==> config.mk <==
export PLATFORM = sky130hd
export DESIGN_NAME = keypad_scanner
export DESIGN_NICKNAME = d
export VERILOG_FILES = /design/src/rtl/keypad_pkg.sv /design/src/rtl/keypad_scanner_scan_tick.sv /design/src/rtl/keypad_scanner.sv
export SDC_FILE = /design/constraint.sdc
export NUM_CORES = 1
export LEC_CHECK = 0
export BUFFER_PORTS_ARGS = -buffer_cell sky130_fd_sc_hd__buf_4
export CAP_MARGIN = 40
export CORE_ASPECT_RATIO = 1.75
export CORE_UTILIZATION = 40
export DETAILED_ROUTE_END_ITERATION = 8
export PLACE_DENSITY = 0.57
export REMOVE_ABC_BUFFERS = 1
export SYNTH_ARGS = -nofsm -noshare
export SYNTH_HDL_FRONTEND = slang
export SYNTH_SLANG_ARGS = --single-unit
==> constraint.sdc <==
create_clock -name clk -period 12 [get_ports clk]
set_clock_uncertainty 0.15 [all_clocks]
set_input_delay 2.4 -clock clk [delete_from_list [all_inputs] [get_ports clk]]
set_output_delay 2.4 -clock clk [all_outputs]
set_load 0.05 [all_outputs]
==> src/rtl/keypad_pkg.sv <==
// Shared types and constants for the 4x4 keypad scanner.
// Also holds the row/column to hex key-code map.
package keypad_pkg;

  localparam int ROWS = 4;
  localparam int COLS = 4;

  // Classification of one complete four-row scan.
  typedef enum logic [1:0] {
    RES_NONE  = 2'd0,
    RES_KEY   = 2'd1,
    RES_MULTI = 2'd2
  } scan_res_t;

  // Debounce FSM states, kept as plain constants for legacy tools.
  localparam logic [0:0] ST_IDLE = 1'b0;
  localparam logic [0:0] ST_HELD = 1'b1;

  // Physical key position to hex code; row 3 is the "*0#D" row.
  function automatic logic [3:0] key_map(input logic [1:0] row, input logic [1:0] col);
    logic [3:0] code;
    case ({row, col})
      4'h0: code = 4'h1;
      4'h1: code = 4'h2;
      4'h2: code = 4'h3;
      4'h3: code = 4'hA;
      4'h4: code = 4'h4;
      4'h5: code = 4'h5;
      4'h6: code = 4'h6;
      4'h7: code = 4'hB;
      4'h8: code = 4'h7;
      4'h9: code = 4'h8;
      4'hA: code = 4'h9;
      4'hB: code = 4'hC;
      4'hC: code = 4'hE;
      4'hD: code = 4'h0;
      4'hE: code = 4'hF;
      4'hF: code = 4'hD;
    endcase
    return code;
  endfunction

endpackage

==> src/rtl/keypad_scanner_scan_tick.sv <==
// Row-step enable generator: one-cycle tick every SCAN_DIV clocks.
module scan_tick #(
  parameter int SCAN_DIV = 100000
) (
  input  logic clk,
  input  logic rst_,
  output logic tick
);

  localparam int CW = (SCAN_DIV > 1) ? $clog2(SCAN_DIV) : 1;
  localparam logic [CW-1:0] LAST = CW'(SCAN_DIV - 1);

  logic [CW-1:0] count;

  // NOTE: sequential state uses non-blocking assignments so every flop samples pre-edge values.
  always_ff @(posedge clk) begin
    if (rst_) begin
      count <= '0;
    end else if (count == LAST) begin
      count <= '0;
    end else begin
      count <= count + 1'b1;
    end
  end

  assign tick = (count == LAST);

endmodule

==> src/rtl/keypad_scanner.sv <==
// 4x4 matrix keypad scanner: rotates an active-low row drive, debounces whole
// scans, and reports an accepted key as a hex code with a one-cycle strobe.
module keypad_scanner
  import keypad_pkg::*;
#(
  parameter int SCAN_DIV       = 100000,
  parameter int DEBOUNCE_SCANS = 4
) (
  input  logic            clk,
  input  logic            rst_,
  output logic [ROWS-1:0] row_n,
  input  logic [COLS-1:0] col_n,
  output logic [3:0]      key_code,
  output logic            key_valid,
  output logic            key_down
);

  localparam int SW = $clog2(DEBOUNCE_SCANS + 1);
  localparam logic [SW-1:0] DB_MAX = SW'(DEBOUNCE_SCANS);

  logic [COLS-1:0]      col_meta;
  logic [COLS-1:0]      col_sync;
  logic                 tick;
  logic                 scan_end;
  logic [1:0]           row_idx;
  logic [ROWS*COLS-1:0] acc;
  logic [ROWS*COLS-1:0] acc_next;
  logic [4:0]           ones;
  logic [3:0]           hit_idx;
  scan_res_t            res;
  scan_res_t            prev_res;
  logic [3:0]           code;
  logic [3:0]           prev_code;
  logic [SW-1:0]        stable;
  logic [SW-1:0]        stable_next;
  logic [0:0]           state;

  scan_tick #(.SCAN_DIV(SCAN_DIV)) u_tick (
    .clk  (clk),
    .rst_ (rst_),
    .tick (tick)
  );

  // Columns are asynchronous to clk; reset to the idle (pulled-up) level.
  always_ff @(posedge clk) begin
    if (rst_) begin
      col_meta <= '1;
      col_sync <= '1;
    end else begin
      col_meta <= col_n;
      col_sync <= col_meta;
    end
  end

  assign row_n    = ~(4'b0001 << row_idx);
  assign scan_end = tick && (row_idx == 2'd3);

  // NOTE: every always_comb output gets a default first so no path can infer a latch.
  always_comb begin
    acc_next = acc;
    acc_next[{row_idx, 2'b00} +: COLS] = ~col_sync;
  end

  // Count pressed positions and remember the last one; only meaningful when exactly one is set.
  always_comb begin
    ones    = '0;
    hit_idx = '0;
    for (int i = 0; i < ROWS * COLS; i++) begin
      if (acc_next[i]) begin
        ones    = ones + 1'b1;
        hit_idx = 4'(i);
      end
    end
    if (ones == 5'd0) begin
      res = RES_NONE;
    end else if (ones == 5'd1) begin
      res = RES_KEY;
    end else begin
      res = RES_MULTI;
    end
    code = (res == RES_KEY) ? key_map(hit_idx[3:2], hit_idx[1:0]) : 4'h0;
  end

  // Non-KEY results carry code 0, so {res, code} equality covers "same key".
  always_comb begin
    if (res == prev_res && code == prev_code) begin
      stable_next = (stable == DB_MAX) ? stable : stable + 1'b1;
    end else begin
      stable_next = SW'(1);
    end
  end

  always_ff @(posedge clk) begin
    if (rst_) begin
      row_idx   <= '0;
      acc       <= '0;
      prev_res  <= RES_NONE;
      prev_code <= '0;
      stable    <= '0;
      state     <= ST_IDLE;
      key_code  <= '0;
      key_valid <= 1'b0;
      key_down  <= 1'b0;
    end else begin
      key_valid <= 1'b0;
      if (tick) begin
        row_idx <= row_idx + 2'd1;
        if (scan_end) begin
          acc       <= '0;
          prev_res  <= res;
          prev_code <= code;
          stable    <= stable_next;
          if (state == ST_IDLE) begin
            if (res == RES_KEY && stable_next == DB_MAX) begin
              key_code  <= code;
              key_valid <= 1'b1;
              key_down  <= 1'b1;
              state     <= ST_HELD;
            end
          end else begin
            // Other keys and ghosting are ignored until a clean release.
            if (res == RES_NONE && stable_next == DB_MAX) begin
              key_down <= 1'b0;
              state    <= ST_IDLE;
            end
          end
        end else begin
          acc <= acc_next;
        end
      end
    end
  end

endmodule

==> impl_metrics.csv <==
group,metric,value,unit
worst_setup_path,cpPeakStageDelay,0.51,ns
finish,area_growth,15.0,%
die,ios,16,
synthesis,synth_area_leaders,"dfxtp_1, ha_1, xnor2_1",
global_route,grt_pass1_vias,4136,
cts,insertion_delay,0.33,ns
synthesis,ys_top_cells_by_count,"nor2_1, dfxtp_1, nand2_1",
cts,h-tree-depth,3,
worst_setup_path,cp.required,12.11,ns
route,wl_per_cell,16.1,um
synthesis,synth_ff_type,"dfxtp_1",
global_route,antenna_found_initial,0,
route,drc,0,
route,drtIter0Drc,146,
cts,clock_path_buffers,2,
worst_setup_path,crit_top_cell,"ha_1",
die,die_area,0.0125,sq mm
synthesis,yosysSeqAreaShare,24.5,%
cts,numCtsBuffers,9,
route,via_per_inst,5.74,
synthesis,synthArstFlopShare,0,%
sta,hold_viol,0,
global_route,grt_overflow,0,
die,core_area,0.0116,sq mm
power,power_density,91.3,mW/mm^2
run_status,outcome,"completed",
finish,nNetsFinal,644,
synthesis,synth-edff-count,0,
placement,dp_hpwl,9070,um
worst_setup_path,setup.worst_path.class,"flip-flop to flip-flop",
cts,cts-root-buf,"clkbuf_16",
route,via_count,4314,
synthesis,yosysTopAreaCell,"dfxtp_1",
worst_setup_path,crit_slowest_cell,"or4_1",
finish,final_core_util,47.7,%
synthesis,synthMostInstantiatedCell,"nor2_1",
synthesis,yosysWarnings,0,
synthesis,synth_seq_cells,59,
worst_hold_path,min_path_type,"flip-flop to flip-flop",
synthesis,synthCells,586,
sta,max_freq,87.5,MHz
synthesis,synth.distinct_cells,73,
worst_setup_path,crit_arrival,11.53,ns
placement,dpl_cell_area,0.00506,sq mm
die,placementRows,52,
placement,gp_congestion,0.865,
worst_setup_path,path_max_fanout,10,
sta,setup_viol,0,
power,total_power,0.507,mW
flow_run,timing.max_cap.violations,0,
die,fp.dieH,147,um
sta,timing.hold.ws,0.257,ns
synthesis,syn_area,0.00483,sq mm
finish,drive_above_1_share,20.0,%
synthesis,syn_area_per_cell,8.24,sq um
worst_setup_path,worstSetupStartpointType,"flip-flop",
die,initial_utilization,41.4,%
global_route,grt_pass1_wl,19600,um
sta,worstMarginPinSlew,0.925,ns
cts,clkTransAtPathRegs,0.05,ns
sta,slew_violations,0,
global_route,grt_max_degree,33,
power,peakVddDrop,0.000111,V
placement,numPortBuffers,15,
power,p_leak,2.21,nW
worst_setup_path,end_kind,"flip-flop",
cts,cts.sinks,59,
sta,period_needed,11.43,ns
sta,fin_ws,0.574,ns
finish,n_antenna_cell,0,
die,die-width,85.0,um
placement,pre_cts_ws,-0.190,ns
synthesis,synth_top_cell_area_share,24.5,%
sta,min_period_over_period,95.2,%
route,finalWirelength,12100,um
finish,final_area,0.00555,sq mm
global_route,grtUsageTotal,19.8,%
route,antenna_left,0,
route,dr.pass1.iters,4,
sta,relSlewSlack,38.1,%
cts,cts_tree,"built",
routing by layer:
layer	track usage (%)	wire, um
met1	21.3	4790
met2	36.9	6610
met3	2.58	298
met4	10.3	406
met5	0	0
stage by stage:
step                      std cells  setup TNS, ns
after floorplan                 566              0
after global placement          722              0
after detailed placement        724         -0.190
after CTS                       741              0
after global routing            751         -0.159
final                           751              0
worst max-delay path, delay by kind of cell (launching register included):
| family | cells | cell delay (ns) |
|---|---|---|
| adder cells (fa/ha/maj) | 15 | 4.51 |
| AO/OA/AOI/OAI | 14 | 2.42 |
| AND/OR/NAND/NOR | 15 | 1.94 |
| multiplexers | 5 | 1.10 |
| buffers and inverters | 5 | 0.55 |
| flip-flops | 1 | 0.35 |
| XOR/XNOR | 1 | 0.30 |
cell families (layout without fill, tap and decap cells):
kind of cell,Yosys count,after routing,share of synthesized area [%]
simple gates,247,247,26.8
fa+ha+maj,27,27,7.00
mux,13,13,2.80
flops,59,59,24.5
buf+inv,43,73,3.89
xor+xnor,67,67,16.3
compound gates,130,130,18.8
state kept, by name, indices dropped and copies added (netlist names), 2 cells and up:
name and count:
u_tick.count 17, acc 16, col_meta 4, col_sync 4, key_code 4, prev_code 4, stable 3, prev_res 2
row_idx 2
layout by cell type, fill, tap and decap left out, types with 18 or more instances in the layout:
cell type  count
dfxtp_1       58
nor2b_1       18
nand2_1       59
buf_4         33
o21ai_0       21
nand3_1       20
nor2_1        59
a21oi_1       22
ha_1          24
xor2_1        20
xnor2_1       28
inv_1         21
power by group:
| group | internal, mW | leakage (nW) | switching [mW] | total, mW |
|---|---|---|---|---|
| logic | 0.0290 | 1.60 | 0.0379 | 0.0669 |
| registers | 0.199 | 0.478 | 0.00263 | 0.201 |
| clock network | 0.150 | 0.135 | 0.0891 | 0.239 |
final cells by class:
class	instances	area, sq um
fillers	1135	6090
multi-input cells	484	3580
flip-flops and latches	59	1180
clock buffers	12	256
repair buffers	34	253
well taps	135	169
inverters	23	90.1
clock inverters	4	25.0
worst paths after layout:
path / startpoint / endpoint / slack, ns / depth (start not counted)
min reg2reg: col_meta[2] / col_sync[2] / 0.26 / 1
max reg2reg: row_idx[1] / key_down / 0.57 / 55
max: row_idx[1] / key_down / 0.57 / 55
min: col_meta[2] / col_sync[2] / 0.26 / 1
what timing repair did:
item                       in CTS  in global routing
resized for setup               7                 20
setup endpoints to repair       1                 16
hold buffers                    0                  0
pin swaps                       0                  5
setup buffers                   1                 10
Note: power is estimated with default switching activity, not from simulation.
